--- src/rtl/fpalu_sequencer.sv ---
// Multi-cycle issue controller between FP decode and the FP ALU: registers one op,
// holds it stable on the ALU inputs for its latency, then captures result and flags.
module fpalu_sequencer #(
  parameter int LAT_ADDSUB = 7,
  parameter int LAT_MUL    = 5,
  parameter int LAT_DIV    = 6,
  parameter int LAT_SQRT   = 16,
  parameter int LAT_CMP    = 1,
  parameter int LAT_CVT    = 6,
  parameter int CNT_W      = 5
) (
  input  logic        iclock,
  input  logic        ireset,
  input  logic        istart,
  input  logic        iflush,
  input  logic [4:0]  icontrol,
  input  logic [31:0] idataa,
  input  logic [31:0] idatab,
  output logic [4:0]  oalu_control,
  output logic [31:0] oalu_dataa,
  output logic [31:0] oalu_datab,
  input  logic [31:0] ialu_result,
  input  logic        ialu_nan,
  input  logic        ialu_zero,
  input  logic        ialu_overflow,
  input  logic        ialu_underflow,
  input  logic        ialu_comp,
  output logic [31:0] oresult,
  output logic        onan,
  output logic        ozero,
  output logic        ooverflow,
  output logic        ounderflow,
  output logic        ocomp,
  output logic        obusy,
  output logic        odone,
  output logic        ostall
);

  localparam logic [4:0] FOPADD   = 5'd0;
  localparam logic [4:0] FOPSUB   = 5'd1;
  localparam logic [4:0] FOPMUL   = 5'd2;
  localparam logic [4:0] FOPDIV   = 5'd3;
  localparam logic [4:0] FOPSQRT  = 5'd4;
  localparam logic [4:0] FOPABS   = 5'd5;
  localparam logic [4:0] FOPNEG   = 5'd6;
  localparam logic [4:0] FOPCEQ   = 5'd7;
  localparam logic [4:0] FOPCLT   = 5'd8;
  localparam logic [4:0] FOPCLE   = 5'd9;
  localparam logic [4:0] FOPCVTSW = 5'd10;
  localparam logic [4:0] FOPCVTWS = 5'd11;

  localparam logic [1:0] ST_IDLE = 2'd0;
  localparam logic [1:0] ST_EXEC = 2'd1;
  localparam logic [1:0] ST_DONE = 2'd2;

  logic [1:0]       state_r;
  logic [CNT_W-1:0] cnt_r;
  logic [CNT_W-1:0] lat_sel_s;
  logic             can_accept_s;
  logic             accept_s;

  // Per-opcode ALU latency; ABS/NEG are combinational inside the ALU.
  always_comb begin
    lat_sel_s = {CNT_W{1'b0}};
    case (icontrol)
      FOPADD, FOPSUB:             lat_sel_s = CNT_W'(LAT_ADDSUB);
      FOPMUL:                     lat_sel_s = CNT_W'(LAT_MUL);
      FOPDIV:                     lat_sel_s = CNT_W'(LAT_DIV);
      FOPSQRT:                    lat_sel_s = CNT_W'(LAT_SQRT);
      FOPCEQ, FOPCLT, FOPCLE:     lat_sel_s = CNT_W'(LAT_CMP);
      FOPCVTSW, FOPCVTWS:         lat_sel_s = CNT_W'(LAT_CVT);
      FOPABS, FOPNEG:             lat_sel_s = {CNT_W{1'b0}};
      default:                    lat_sel_s = {CNT_W{1'b0}};
    endcase
  end

  // Accept qualification and CPU stall; stall drops on the done cycle unless a new op arrives.
  always_comb begin
    can_accept_s = (state_r == ST_IDLE) || (state_r == ST_DONE);
    accept_s     = istart && !iflush && can_accept_s;
    if (state_r == ST_EXEC) begin
      ostall = 1'b1;
    end else begin
      ostall = istart && can_accept_s;
    end
  end

  // Sequencer state, operand hold registers and result capture.
  always_ff @(posedge iclock or posedge ireset) begin
    if (ireset) begin
      state_r      <= ST_IDLE;
      cnt_r        <= {CNT_W{1'b0}};
      oalu_control <= 5'd0;
      oalu_dataa   <= 32'd0;
      oalu_datab   <= 32'd0;
      oresult      <= 32'd0;
      onan         <= 1'b0;
      ozero        <= 1'b0;
      ooverflow    <= 1'b0;
      ounderflow   <= 1'b0;
      ocomp        <= 1'b0;
      obusy        <= 1'b0;
      odone        <= 1'b0;
    end else begin
      odone <= 1'b0;
      case (state_r)
        ST_IDLE, ST_DONE: begin
          if (accept_s) begin
            oalu_control <= icontrol;
            oalu_dataa   <= idataa;
            oalu_datab   <= idatab;
            cnt_r        <= lat_sel_s;
            state_r      <= ST_EXEC;
            obusy        <= 1'b1;
          end else begin
            state_r <= ST_IDLE;
          end
        end
        ST_EXEC: begin
          if (iflush) begin
            state_r <= ST_IDLE;
            cnt_r   <= {CNT_W{1'b0}};
            obusy   <= 1'b0;
          end else if (cnt_r != {CNT_W{1'b0}}) begin
            cnt_r <= cnt_r - CNT_W'(1'b1);
          end else begin
            oresult    <= ialu_result;
            onan       <= ialu_nan;
            ozero      <= ialu_zero;
            ooverflow  <= ialu_overflow;
            ounderflow <= ialu_underflow;
            ocomp      <= ialu_comp;
            odone      <= 1'b1;
            obusy      <= 1'b0;
            state_r    <= ST_DONE;
          end
        end
        default: begin
          state_r <= ST_IDLE;
          cnt_r   <= {CNT_W{1'b0}};
          obusy   <= 1'b0;
        end
      endcase
    end
  end

endmodule

--- config.mk ---
export PLATFORM = sky130hd
export DESIGN_NAME = fpalu_sequencer
export DESIGN_NICKNAME = d
export VERILOG_FILES = /design/src/rtl/fpalu_sequencer.sv
export SDC_FILE = /design/constraint.sdc
export NUM_CORES = 1
export LEC_CHECK = 0
export ABC_AREA = 0
export BUFFER_PORTS_ARGS = -buffer_cell sky130_fd_sc_hd__buf_4
export CAP_MARGIN = 20
export CORE_AREA = 5 5 109 111
export DETAILED_ROUTE_END_ITERATION = 7
export DIE_AREA = 0 0 114 116
export GPL_ROUTABILITY_DRIVEN = 0
export HOLD_SLACK_MARGIN = 0.05
export PLACE_DENSITY = 0.82
export SYNTH_ARGS = -nofsm -noshare
export SYNTH_HDL_FRONTEND = slang
export SYNTH_SLANG_ARGS = --single-unit
export TNS_END_PERCENT = 50
--- constraint.sdc ---
create_clock -name iclock -period 4.4 [get_ports iclock]
set_clock_uncertainty 0.1 [all_clocks]
set_input_delay 0.88 -clock iclock [delete_from_list [all_inputs] [get_ports iclock]]
set_output_delay 0.88 -clock iclock [all_outputs]
set_load 0.01 [all_outputs]
# Word level (Yosys, flattened, before mapping)
# Memory sizes are Yosys's and may differ from the RTL's.
# Cells that the tools add are included.
# word_totals
rom_bits,64
mem_count,1
register_bits,115
out_inout_bits,109
# op_classes
n_eq_ne,5
n_bitwise,2
n_reduce_logical,12
muxes,17
n_addsub,1
# mem_list
name,depth,width,rd,rd_clocked_by_memory_dff,write_ports,line_no,rtl
(no name shown),16,4,1,0,0,65,case (icontrol)
# ops
op,n
5-bit 2-to-1 mux,4
5-bit case mux with 2 select lines,1
1-bit 2-to-1 mux,8
2-bit AND reduction,3
5-bit nonzero test,1
"5-bit by 1-bit subtractor with 5-bit output, second input constant",1
2-bit 2-to-1 mux,2
2-bit case mux with 2 select lines,1
1-bit logical AND,3
"3-bit by 2-bit != test with 1-bit output, second input constant",1
"3-bit != test, second input constant",1
3-bit AND reduction,1
"2-bit by 1-bit equality test with 1-bit output, second input constant",1
"2-bit equality test, second input constant",1
2-bit logical NOT,1
"2-bit != test, second input constant",1
1-bit NOT,2
1-bit case mux with 2 select lines,1
2-bit OR reduction,1
1-bit logical NOT,1
1-bit logical OR,1

# Longest topological paths before layout
# logic_depth
ltp_word,5
mapped_depth,8
mapped_depth_nobuf,6

# Worst setup path before layout
# No wires, ideal clock.
# synth_path
path_type,in2reg
startpoint,input port istart
endpoint,register oalu_control[4]
path_stages,5
required_time_ps,4175
path_slack_ps,2323
n_path_buf,2
t_arrival_ps,1852
setup_time_ps,125
path_cell_list,nor2b_1 and2_1 buf_4 buf_6 mux2_2
# synth_via
elab_chain_cells,3
# synth_rtl
element,line_no,rtl
"start, declared",14,"input logic istart,"
1-bit logical AND (2 in a row),80,accept_s = istart && !iflush && can_accept_s;
2-bit AND reduction (no source line),-,
"end signal, assigned",109,oalu_control <= icontrol;
"end, declared",19,"output logic [4:0] oalu_control,"
# Every way passes these cells.
# A chain may end at the register's enable or synchronous reset.

# Worst setup path in the final report
# layout_path
startpoint,register state_r[0]
endpoint,output port ostall
# layout_via
elab_chain_cells,4
elab_cells_between_ends,6
classes_between,eq/ne: 2; mux: 1; reduce/logical: 3
# layout_rtl
element,line_no,rtl
"start, declared",56,logic [1:0] state_r;
"start signal, assigned",91,state_r <= ST_IDLE;
"start signal, assigned",113,state_r <= ST_EXEC;
"start signal, assigned",116,state_r <= ST_IDLE;
2-bit equality test or 2-bit logical NOT (tied branches),79,can_accept_s = (state_r == ST_IDLE) || (state_r == ST_DONE);
1-bit logical OR,79,
1-bit logical AND,84,ostall = istart && can_accept_s;
1-bit 2-to-1 mux *,81,if (state_r == ST_EXEC) begin
"end, declared",36,output logic ostall
# Mark *: on every way between the ends. The rest lies on a longest branch, timed or not.

==> summary.md <==
| Metric | Value |
|---|---|
| Run status | `finished, final reports clean` |
| Worst path max stage delay | `460 ps` |
| Worst Setup Path Type | `reg2out` |
| Seq/Total Area, Yosys | `60.7%` |
| Port Buffers | `218` |
| Postcts setup bufs | `0` |
| Vias | `3226` |
| Setup TNS | `0 ps` |
| Worst Path Arrival | `1490 ps` |
| CTS root buf | `clkbuf_8` |
| Post-layout min period | `2470 ps` |
| Detailed-placement wirelength estimate | `8.64 mm` |
| Drt wl/cell | `17.8 µm` |
| Data required, critical path | `3420 ps` |
| Synth Register Bits | `115` |
| Asr flop ratio synth | `100%` |
| Fin. Hold Viols | `0` |
| Leakage Power | `3.35 nW` |
| CP cell instances | `inv_1, nor2_1, a21o_1, buf_4` |
| Area growth syn-to-layout | `46.0%` |
| ANT cells | `0` |
| Mapped Area | `4740 µm²` |
| Iter 0 DRT Violations | `151` |
| Crit-path max FO | `8` |
| RSZ-0062 raised after global routing | `false` |
| Resized cells post-CTS | `0` |
| Post-synth cell types | `35` |
| Total CTS buffers | `17` |
| Routed Antenna Nets | `0` |
| Largest net degree at the start of global routing | `79` |
| Total global routing overflow | `0` |
| Core area | `10700 µm²` |
| Post-Syn Instances | `288` |
| Area of the multi-input gates | `1650 µm²` |
| Pwr Density | `586 nW/µm²` |
| Clock Latency Late Sink | `510 ps` |
| Final #Nets | `625` |
| Setup WS post-layout | `1930 ps` |
| Synthesized Nets | `400` |
| Clock Pin Slew Worst Setup and Hold Paths | `50 ps` |
| CP Launch Type | `register` |
| Register Area | `2880 µm²` |
| Final setup fails | `0` |
| Bufs on Longest Clock Path | `2` |
| Setup crit end | `ostall` |
| Number of synthesized flops with an enable pin | `0` |
| DIE AREA | `13200 µm²` |
| Die H | `116 µm` |
| Fmax | `0.405 GHz` |
| Total track usage | `17.9%` |
| Commonest non-fill, non-tap cell in the layout | `buf_4` |
| Critical R2R Capture | `cnt_r[0]` |
| Top FF cell, synth | `dfrtp_1` |
| Internal reg-to-reg setup slack | `2080 ps` |
| Initial core utilization | `44.3%` |
| Pwr Total | `0.00405 W` |
| Most frequent cells in the layout | `buf_4 (220), dfrtp_1 (115), mux2_2 (69)` |
| DR DRC count | `0` |
| Post-synth top area cell | `dfrtp_1` |
| First-pass GRT wire length | `18.1 mm` |
| Fin crit share | `56.1%` |
| YS warnings | `0` |
| CTS tree | `yes` |
| Synth area leaders | `dfrtp_1 (61%), mux2_2 (16%), mux2_4 (12%)` |
| Nature of the critical path endpoint | `output port` |
| Chip Width | `114 µm` |
| Tightest Pin Transition | `944 ps` |
| Vias in the first global route | `3555` |
| Initial antenna violation count | `0` |
| CTS HTree Levels | `4` |
| Max_cap viols | `0` |
| Vias per inst | `4.85` |
| I/O pin count | `219` |
| Layout cells sized above 1 | `68.2%` |
| Worst VDD drop | `0.340 mV` |
| Fillers | `795` |
| Clock sinks | `115` |
| Site Rows | `38` |
| Drt total wl | `11.8 mm` |
| Drt pass-1 iters | `4` |
| Slew Viols, Final | `0` |
| Syn_area_per_cell | `16.5 µm²` |
| R2R Path Start | `cnt_r[0]` |
| Relative slew slack | `37.1%` |
| Share of the synthesized area in the top cell type | `60.7%` |
| Setup crit start | `state_r[0]` |
| CTS Hold Bufs | `0` |
| Reg2reg path depth | `6` |
| Place WS | `1630 ps` |
| CP max stage cell | `dfrtp_1` |
| Worst hold slack | `406 ps` |
| Hold Path Class | `reg2reg` |
==> area by class of cell <==
class	instances	share of cell area, %
Inverter	6	0.362
Multi-Input combinational cell	153	23.9
Clock buffer	26	7.05
Sequential cell	115	41.6
Tap cell	140	2.53
Timing Repair Buffer	220	23.9
Clock inverter	5	0.723
==> worst max-delay path: cells and delay by family (launching register included) <==
kind,cells,cell delay [ps]
simple gates,1,190
compound gates,1,110
buf+inv,2,210
flops,1,460
==> metal layers <==
metal | global-route usage (%) | up-vias | wire length [µm]
met3 | 7.94 | 23 | 1250
met4 | 9.58 | 0 | 306
met2 | 29.4 | 167 | 5910
li1 | - | 1472 | -
met5 | 0 | - | 0
met1 | 19.6 | 1564 | 4350
==> power by group <==
group | total [W] | switching (W) | internal (W)
clock network | 0.00124 | 0.000435 | 0.000800
logic | 0.00126 | 0.000480 | 0.000784
registers | 0.00156 | 0.000185 | 0.00137
total | 0.00405 | 0.00110 | 0.00295
==> registers in the layout, summed over array words and instances (netlist names) <==
register,flops
cnt_r,5
ounderflow,1
ocomp,1
oalu_datab,32
state_r,2
ooverflow,1
ozero,1
obusy,1
oresult,32
onan,1
oalu_control,5
odone,1
oalu_dataa,32
==> per-stage QoR <==
step / instance area, µm² / utilization (%) / instances
after floorplan: 4740 / - / 288
after detailed placement: 6380 / 59.6 / 634
after CTS: 6920 / 64.7 / 665
final: 6920 / 64.7 / 665
after global placement: 6380 / 59.6 / 634
after global routing: 6920 / 64.7 / 665
==> cells in the mapped netlist, types with 2 or more instances <==
cell type	number
nor2_1	10
o22ai_1	2
inv_1	6
buf_6	7
a21oi_1	2
and2_1	2
o21ai_0	7
mux2_2	69
ha_1	2
nand2_1	2
mux2_4	37
buf_12	5
dfrtp_1	115
==> cell families (layout without fill, tap and decap cells) <==
logic type,after synthesis,after routing,synth area share [%]
AO/OA/AOI/OAI,21,21,2.85
adder cells (fa/ha/maj),2,2,0.528
buffers and inverters,20,257,4.49
flip-flops,115,115,60.7
multiplexers,106,106,28.1
AND/OR/NAND/NOR,24,24,3.30
==> worst min-delay path by stage <==
stage	start	endpoint	slack [ps]	depth (start not counted)
final	oalu_datab[27]	oalu_datab[27]	410	1
after global routing	oresult[23]	oresult[23]	420	1
after CTS	oresult[15]	oresult[15]	410	1
after detailed placement	oresult[23]	oresult[23]	390	1
after global placement	oalu_datab[19]	oalu_datab[19]	390	1
after floorplan	cnt_r[0]	cnt_r[0]	400	2
No activity file was read; power rests on OpenSTA's default activity.
